**config.mk**
```make
export PLATFORM = sky130hd
export DESIGN_NAME = cpu7_ifu_ibuf_flat
export DESIGN_NICKNAME = d
export VERILOG_FILES = /design/src/rtl/cpu7_ifu_ibuf_if.sv /design/src/rtl/cpu7_ifu_ibuf.sv /design/src/flat_wrapper.sv
export SDC_FILE = /design/constraint.sdc
export NUM_CORES = 2
export LEC_CHECK = 0
export CORE_MARGIN = 3
export CORE_UTILIZATION = 25
export CTS_CLUSTER_DIAMETER = 120
export DETAILED_ROUTE_END_ITERATION = 16
export PLACE_DENSITY = 0.51
export SYNTH_ARGS = -nofsm -noshare
export SYNTH_HDL_FRONTEND = slang
export SYNTH_SLANG_ARGS = --single-unit
```
**constraint.sdc**
```tcl
create_clock -name clock -period 16.5 [get_ports clock]
set_input_delay 3.3 -clock clock [delete_from_list [all_inputs] [get_ports clock]]
set_output_delay 3.3 -clock clock [all_outputs]
set_load 0.03 [all_outputs]
```
**src/rtl/cpu7_ifu_ibuf_if.sv**
```systemverilog
// Purpose: bundles the fetch-side group handshake, the decoder-side head entry
//          and the pipeline control (branch cancel, exu stall) of the
//          instruction buffer into one interface.
// Signals:
//   fetch -> ibuf : fdp_ibuf_valid, fdp_ibuf_pc, fdp_ibuf_count, fdp_ibuf_rdata,
//                   fdp_ibuf_ex, fdp_ibuf_exccode
//   ibuf -> fetch : ibuf_fdp_ready
//   ibuf -> dec   : ibuf_dec_valid, ibuf_dec_inst, ibuf_dec_pc, ibuf_dec_ex,
//                   ibuf_dec_exccode
//   control       : br_cancel (flush), exu_ifu_stall_req (hold head)
// Modports: slave = the buffer, master = its environment.
interface cpu7_ifu_ibuf_if #(
  parameter int GRLEN = 32
);
  logic             br_cancel;
  logic             fdp_ibuf_valid;
  logic [GRLEN-1:0] fdp_ibuf_pc;
  logic [1:0]       fdp_ibuf_count;
  logic [127:0]     fdp_ibuf_rdata;
  logic             fdp_ibuf_ex;
  logic [5:0]       fdp_ibuf_exccode;
  logic             ibuf_fdp_ready;
  logic             ibuf_dec_valid;
  logic [31:0]      ibuf_dec_inst;
  logic [GRLEN-1:0] ibuf_dec_pc;
  logic             ibuf_dec_ex;
  logic [5:0]       ibuf_dec_exccode;
  logic             exu_ifu_stall_req;

  modport slave (
    input  br_cancel, fdp_ibuf_valid, fdp_ibuf_pc, fdp_ibuf_count, fdp_ibuf_rdata,
           fdp_ibuf_ex, fdp_ibuf_exccode, exu_ifu_stall_req,
    output ibuf_fdp_ready, ibuf_dec_valid, ibuf_dec_inst, ibuf_dec_pc, ibuf_dec_ex,
           ibuf_dec_exccode
  );

  modport master (
    output br_cancel, fdp_ibuf_valid, fdp_ibuf_pc, fdp_ibuf_count, fdp_ibuf_rdata,
           fdp_ibuf_ex, fdp_ibuf_exccode, exu_ifu_stall_req,
    input  ibuf_fdp_ready, ibuf_dec_valid, ibuf_dec_inst, ibuf_dec_pc, ibuf_dec_ex,
           ibuf_dec_exccode
  );
endinterface

```
**src/rtl/cpu7_ifu_ibuf.sv**
```systemverilog
// Purpose: instruction buffer between the 128-bit group fetch and the
//          one-instruction-per-cycle decoder. Each accepted group is split into
//          1-4 entries {inst, pc, ex, exccode} in a circular queue; the head
//          entry is presented combinationally to the decoder.
// Ports:
//   clock - clock
//   reset - asynchronous active-high reset
//   bus   - cpu7_ifu_ibuf_if.slave: fetch group in, ready out, head entry out,
//           br_cancel flush and exu stall in
// Parameters: DEPTH (power of two, >= 4), GRLEN (PC width).
module cpu7_ifu_ibuf #(
  parameter int DEPTH = 8,
  parameter int GRLEN = 32
) (
  input  logic             clock,
  input  logic             reset,
  cpu7_ifu_ibuf_if.slave   bus
);
  localparam int AW = $clog2(DEPTH);
  localparam int PW = AW + 1;

  // Pointers carry one extra wrap bit so full and empty are distinguishable.
  logic [PW-1:0]    wr_ptr_r;
  logic [PW-1:0]    rd_ptr_r;
  logic [PW-1:0]    occ_s;
  logic             ready_s;
  logic             push_s;
  logic             pop_s;
  logic             valid_s;
  logic [2:0]       n_s;
  logic [AW-1:0]    head_s;

  logic [31:0]      inst_mem_r [DEPTH];
  logic [GRLEN-1:0] pc_mem_r   [DEPTH];
  logic             ex_mem_r   [DEPTH];
  logic [5:0]       exc_mem_r  [DEPTH];

  // Occupancy, credit and handshake qualification.
  always_comb begin
    occ_s   = wr_ptr_r - rd_ptr_r;
    // Credit is based on registered occupancy only, so a pop in the same
    // cycle never lets a group in early.
    ready_s = (occ_s <= PW'(DEPTH - 4));
    push_s  = bus.fdp_ibuf_valid & ready_s & ~bus.br_cancel;
    // An excepting group collapses to a single entry whatever its count.
    if (bus.fdp_ibuf_ex) begin
      n_s = 3'd1;
    end else begin
      n_s = {1'b0, bus.fdp_ibuf_count} + 3'd1;
    end
    valid_s = (occ_s != PW'(0)) & ~bus.br_cancel;
    pop_s   = valid_s & ~bus.exu_ifu_stall_req;
    head_s  = rd_ptr_r[AW-1:0];
  end

  // Read/write pointers; a flush returns both to zero and blocks push/pop.
  always_ff @(posedge clock or posedge reset) begin
    if (reset) begin
      wr_ptr_r <= PW'(0);
      rd_ptr_r <= PW'(0);
    end else if (bus.br_cancel) begin
      wr_ptr_r <= PW'(0);
      rd_ptr_r <= PW'(0);
    end else begin
      if (push_s) begin
        wr_ptr_r <= wr_ptr_r + PW'(n_s);
      end
      if (pop_s) begin
        rd_ptr_r <= rd_ptr_r + PW'(1);
      end
    end
  end

  // Entry storage: slot i of an accepted group lands at wr_ptr+i (wrapping).
  // Contents need no reset; outputs are masked while the queue is empty.
  always_ff @(posedge clock) begin
    if (push_s) begin
      for (int i = 0; i < 4; i++) begin
        if (3'(i) < n_s) begin
          inst_mem_r[wr_ptr_r[AW-1:0] + AW'(i)] <=
            bus.fdp_ibuf_ex ? 32'd0 : bus.fdp_ibuf_rdata[32*i +: 32];
          pc_mem_r[wr_ptr_r[AW-1:0] + AW'(i)]   <= bus.fdp_ibuf_pc + GRLEN'(4 * i);
          ex_mem_r[wr_ptr_r[AW-1:0] + AW'(i)]   <= bus.fdp_ibuf_ex;
          exc_mem_r[wr_ptr_r[AW-1:0] + AW'(i)]  <=
            bus.fdp_ibuf_ex ? bus.fdp_ibuf_exccode : 6'd0;
        end
      end
    end
  end

  // Head presentation; data reads zero while the queue is empty.
  always_comb begin
    bus.ibuf_fdp_ready = ready_s;
    bus.ibuf_dec_valid = valid_s;
    if (occ_s != PW'(0)) begin
      bus.ibuf_dec_inst    = inst_mem_r[head_s];
      bus.ibuf_dec_pc      = pc_mem_r[head_s];
      bus.ibuf_dec_ex      = ex_mem_r[head_s];
      bus.ibuf_dec_exccode = exc_mem_r[head_s];
    end else begin
      bus.ibuf_dec_inst    = 32'd0;
      bus.ibuf_dec_pc      = GRLEN'(0);
      bus.ibuf_dec_ex      = 1'b0;
      bus.ibuf_dec_exccode = 6'd0;
    end
  end
endmodule

```
**src/flat_wrapper.sv**
```systemverilog
// flat-port wrapper written by rule: the top's interface ports become plain ports
module cpu7_ifu_ibuf_flat 
#(
  parameter int DEPTH = 8,
  parameter int GRLEN = 32
)
  (clock, reset, bus_br_cancel, bus_fdp_ibuf_valid, bus_fdp_ibuf_pc, bus_fdp_ibuf_count, bus_fdp_ibuf_rdata, bus_fdp_ibuf_ex, bus_fdp_ibuf_exccode, bus_exu_ifu_stall_req, bus_ibuf_fdp_ready, bus_ibuf_dec_valid, bus_ibuf_dec_inst, bus_ibuf_dec_pc, bus_ibuf_dec_ex, bus_ibuf_dec_exccode);
  cpu7_ifu_ibuf_if #(.GRLEN(GRLEN)) bus_i ();
  input  logic clock;
  input  logic reset;
  input wire logic [$bits(bus_i.br_cancel)-1:0] bus_br_cancel;
  input wire logic [$bits(bus_i.fdp_ibuf_valid)-1:0] bus_fdp_ibuf_valid;
  input wire logic [$bits(bus_i.fdp_ibuf_pc)-1:0] bus_fdp_ibuf_pc;
  input wire logic [$bits(bus_i.fdp_ibuf_count)-1:0] bus_fdp_ibuf_count;
  input wire logic [$bits(bus_i.fdp_ibuf_rdata)-1:0] bus_fdp_ibuf_rdata;
  input wire logic [$bits(bus_i.fdp_ibuf_ex)-1:0] bus_fdp_ibuf_ex;
  input wire logic [$bits(bus_i.fdp_ibuf_exccode)-1:0] bus_fdp_ibuf_exccode;
  input wire logic [$bits(bus_i.exu_ifu_stall_req)-1:0] bus_exu_ifu_stall_req;
  output wire logic [$bits(bus_i.ibuf_fdp_ready)-1:0] bus_ibuf_fdp_ready;
  output wire logic [$bits(bus_i.ibuf_dec_valid)-1:0] bus_ibuf_dec_valid;
  output wire logic [$bits(bus_i.ibuf_dec_inst)-1:0] bus_ibuf_dec_inst;
  output wire logic [$bits(bus_i.ibuf_dec_pc)-1:0] bus_ibuf_dec_pc;
  output wire logic [$bits(bus_i.ibuf_dec_ex)-1:0] bus_ibuf_dec_ex;
  output wire logic [$bits(bus_i.ibuf_dec_exccode)-1:0] bus_ibuf_dec_exccode;
  assign bus_i.br_cancel = bus_br_cancel;
  assign bus_i.fdp_ibuf_valid = bus_fdp_ibuf_valid;
  assign bus_i.fdp_ibuf_pc = bus_fdp_ibuf_pc;
  assign bus_i.fdp_ibuf_count = bus_fdp_ibuf_count;
  assign bus_i.fdp_ibuf_rdata = bus_fdp_ibuf_rdata;
  assign bus_i.fdp_ibuf_ex = bus_fdp_ibuf_ex;
  assign bus_i.fdp_ibuf_exccode = bus_fdp_ibuf_exccode;
  assign bus_i.exu_ifu_stall_req = bus_exu_ifu_stall_req;
  assign bus_ibuf_fdp_ready = bus_i.ibuf_fdp_ready;
  assign bus_ibuf_dec_valid = bus_i.ibuf_dec_valid;
  assign bus_ibuf_dec_inst = bus_i.ibuf_dec_inst;
  assign bus_ibuf_dec_pc = bus_i.ibuf_dec_pc;
  assign bus_ibuf_dec_ex = bus_i.ibuf_dec_ex;
  assign bus_ibuf_dec_exccode = bus_i.ibuf_dec_exccode;
  cpu7_ifu_ibuf #(.DEPTH(DEPTH), .GRLEN(GRLEN)) u_core (.clock(clock), .reset(reset), .bus(bus_i));
endmodule
```
==> impl_metrics.tcl <==
set metrics [dict create \
    nets 3837 \
    cts_buffers 59 \
    required_ns 13.20 \
    synth_edf_count 568 \
    worst_slew_pin_slew_ns 1.401 \
    synth.most_common_cell "edfxtp_1" \
    critPathKind "in -> out" \
    path_clk_slew_ns 0.06 \
    wire_per_inst_um 31.65 \
    vdd_drop_max_uv 155.1 \
    netlist.area_leader.share_pct 45.77 \
    fin_crit_ns 8.733 \
    grt-ovfl-total 0 \
    worst_setup_path_end_kind "output pin" \
    p_per_area_nw_per_um2 130.3 \
    cts_setup_buffers 0 \
    ioPinCount 247 \
    muxShareOfSynthArea_pct 8.639 \
    synthTopCellsByArea "edfxtp_1 46%, mux4_2 8.6%, a21oi_1 6.1%" \
    htreeDepth 2 \
    synth_compound_area_share_pct 21.94 \
    synth_cell_type_count 72 \
    totalWireLength_um 179500 \
    ys_ff_latch 576 \
    start_util_pct 25.21 \
    grt_max_degree 181 \
    hpwl_um 105800 \
    die_x_um 392.1 \
    root_buffer "clkbuf_16" \
    drt_iter0_markers 5080 \
    cap_viol_max_count 0 \
    syn_area_per_cell_um2 9.930 \
    ant_nets 0 \
    yosysSeqAreaShare_pct 46.31 \
    syn_nets 3942 \
    fin_tns_setup_ns 0 \
    multi_input_area_um2 18190 \
    max_freq_mhz 114.5 \
    yosys.area_share.simple_pct 13.90 \
    grt.total_usage_pct 22.35 \
    post-route-period-util_pct 52.93 \
    netlist_instances 3753 \
    cp-startpoint "bus_br_cancel" \
    synthXorXnorAreaFrac_pct 2.938 \
    drt_pass1_iterations 9 \
    setup_viol_count_final 0 \
    syn-cell-area_um2 37270 \
    grt_pass1_wl_um 248300 \
    synth_top_family_by_area "compound AO/OA/AOI/OAI gates" \
    rows 141 \
    cts_tree "done" \
    crit_fanout 15 \
    drive_gt1_share_pct 11.30 \
    route.vias.total 34430 \
    worst_slew_margin_rel_pct 5.630 \
    finClkSkew_ns 0.02507 \
    hp-start "u_core.rd_ptr_r[3]$_DFFE_PP0P_" \
    crit_arrival_ns 5.43 \
    antenna_found_initial 50 \
    dieArea_um2 153700 \
    fill_cells 15380 \
    r2r-start "u_core.rd_ptr_r[2]$_DFFE_PP0P_" \
    synth_top_cell_by_area "edfxtp_1" \
    drc 0 \
    seq_area_um2 17270 \
    clk_latency_ns 0.66 \
    hold_violations 0 \
    ys_warn_count 0 \
    die_h_um 392.1 \
    synthFlopType "edfxtp_1" \
    core_um2 147800 \
    place.gp.congestion 0.9416 \
    cts_hold_buf 0 \
    synthAdderAreaFrac_pct 0.5238 \
    hold_path_class "reg -> reg" \
    cts.sinks 576 \
    yosys-top-cells-count "568 x edfxtp_1, 456 x a21oi_1, 437 x nor2_1" \
    outcome "completed" \
    io_buffers 246 \
    cts_resized 0 \
    p_leak_nw 13.39 \
    grt_setup_unrepaired "no" \
    cp-start-kind "input port" \
    grt_pass1_vias 32850 \
    ys_async_sr_fraction_pct 1.389 \
    power_mw 5.640 \
    slew_violations 0 \
    post_drt_via_cell_ratio 6.071 \
    syn2layout_area_growth_pct 16.17 \
    clk_path_buf_depth 3 \
]
==> flip-flops by register name (all words and copies together), names as in the netlist <==
signal and cells:
u_core.wr_ptr_r 4, u_core.rd_ptr_r 4, u_core.inst_mem_r 256, u_core.pc_mem_r 256, u_core.exc_mem_r 48, u_core.ex_mem_r 8
==> placed cells by master (no fill, tap or decap), types with 13 or more instances in the layout <==
master / instances
a211oi_1: 117
a21oi_1: 456
a221o_1: 224
a221oi_1: 41
a22oi_1: 29
a31oi_1: 25
and3_1: 18
buf_4: 106
clkbuf_16: 61
clkdlybuf4s50_1: 245
clkinv_2: 16
diode_2: 43
edfxtp_1: 568
ha_1: 14
inv_1: 15
mux4_2: 142
nand2_1: 275
nand3_1: 33
nand4_1: 18
nor2_1: 425
nor3_1: 265
nor4_1: 13
o211ai_1: 14
o21ai_0: 71
o221ai_1: 16
o22ai_1: 132
or3_1: 14
xnor2_1: 72
xor2_1: 53
==> kinds of logic (layout without fill, tap and decap cells) <==
family,Yosys count,after routing
xor+xnor,125,125
other cells,0,43
flops,576,576
fa+ha+maj,15,15
buf+inv,537,482
compound gates,1199,1199
simple gates,1157,1157
mux,144,144
==> metrics by stage <==
stage               utilization (%)  instances  hold slack (ns)  instance area, um2  setup slack [ns]
detailed placement            27.88       5517           0.5600               41220             7.841
finish                        29.28       5671           0.5797               43290             7.767
floorplan                         -       3753           0.5290               37270             6.359
global placement              27.88       5517           0.5470               41220             7.783
global route                  29.24       5647           0.6036               43230             7.753
CTS                           29.21       5628           0.5776               43190             7.846
==> report_power, final <==
group / internal [mW] / leakage (nW) / switching, mW / total, mW
registers: 1.80 / 5.28 / 0.0670 / 1.87
clock network: 0.783 / 0.954 / 0.623 / 1.41
logic: 0.811 / 7.16 / 1.56 / 2.37
==> layer usage <==
layer	vias to the layer above	GRT usage [%]	wire, um
li1	14380	-	-
met1	16950	28.08	68010
met2	2438	34.95	80690
met3	639	6.016	20100
met4	22	12.00	10550
met5	-	0	157
==> cell type report <==
cell class | count | area share, %
Multi-Input combinational cell | 2640 | 42.01
Tap cell | 1930 | 5.578
Clock inverter | 37 | 0.8266
Inverter | 18 | 0.1618
Timing Repair Buffer | 353 | 7.581
Clock buffer | 74 | 3.708
Antenna cell | 43 | 0.2485
Sequential cell | 576 | 39.89
==> worst max-delay path, stage by stage <==
cell             delay, ns
clkdlybuf4s50_1       0.71
nor2_1                0.62
clkdlybuf4s50_1       0.80
==> path summary, 6_finish.rpt <==
path,endpoint,slack [ns],cells after the start
min in group asynchronous,u_core.wr_ptr_r[1]$_DFFE_PP0P_,3.12,2
worst min-delay path,u_core.rd_ptr_r[3]$_DFFE_PP0P_,0.58,2
worst max-delay path,bus_ibuf_dec_valid,7.77,3
max in group asynchronous,u_core.rd_ptr_r[1]$_DFFE_PP0P_,13.11,2
worst max register to register,u_core.pc_mem_r[2][11]$_DFFE_PP_,10.48,10
worst min register to register,u_core.rd_ptr_r[3]$_DFFE_PP0P_,0.58,2
(Power assumes the default switching activity.)
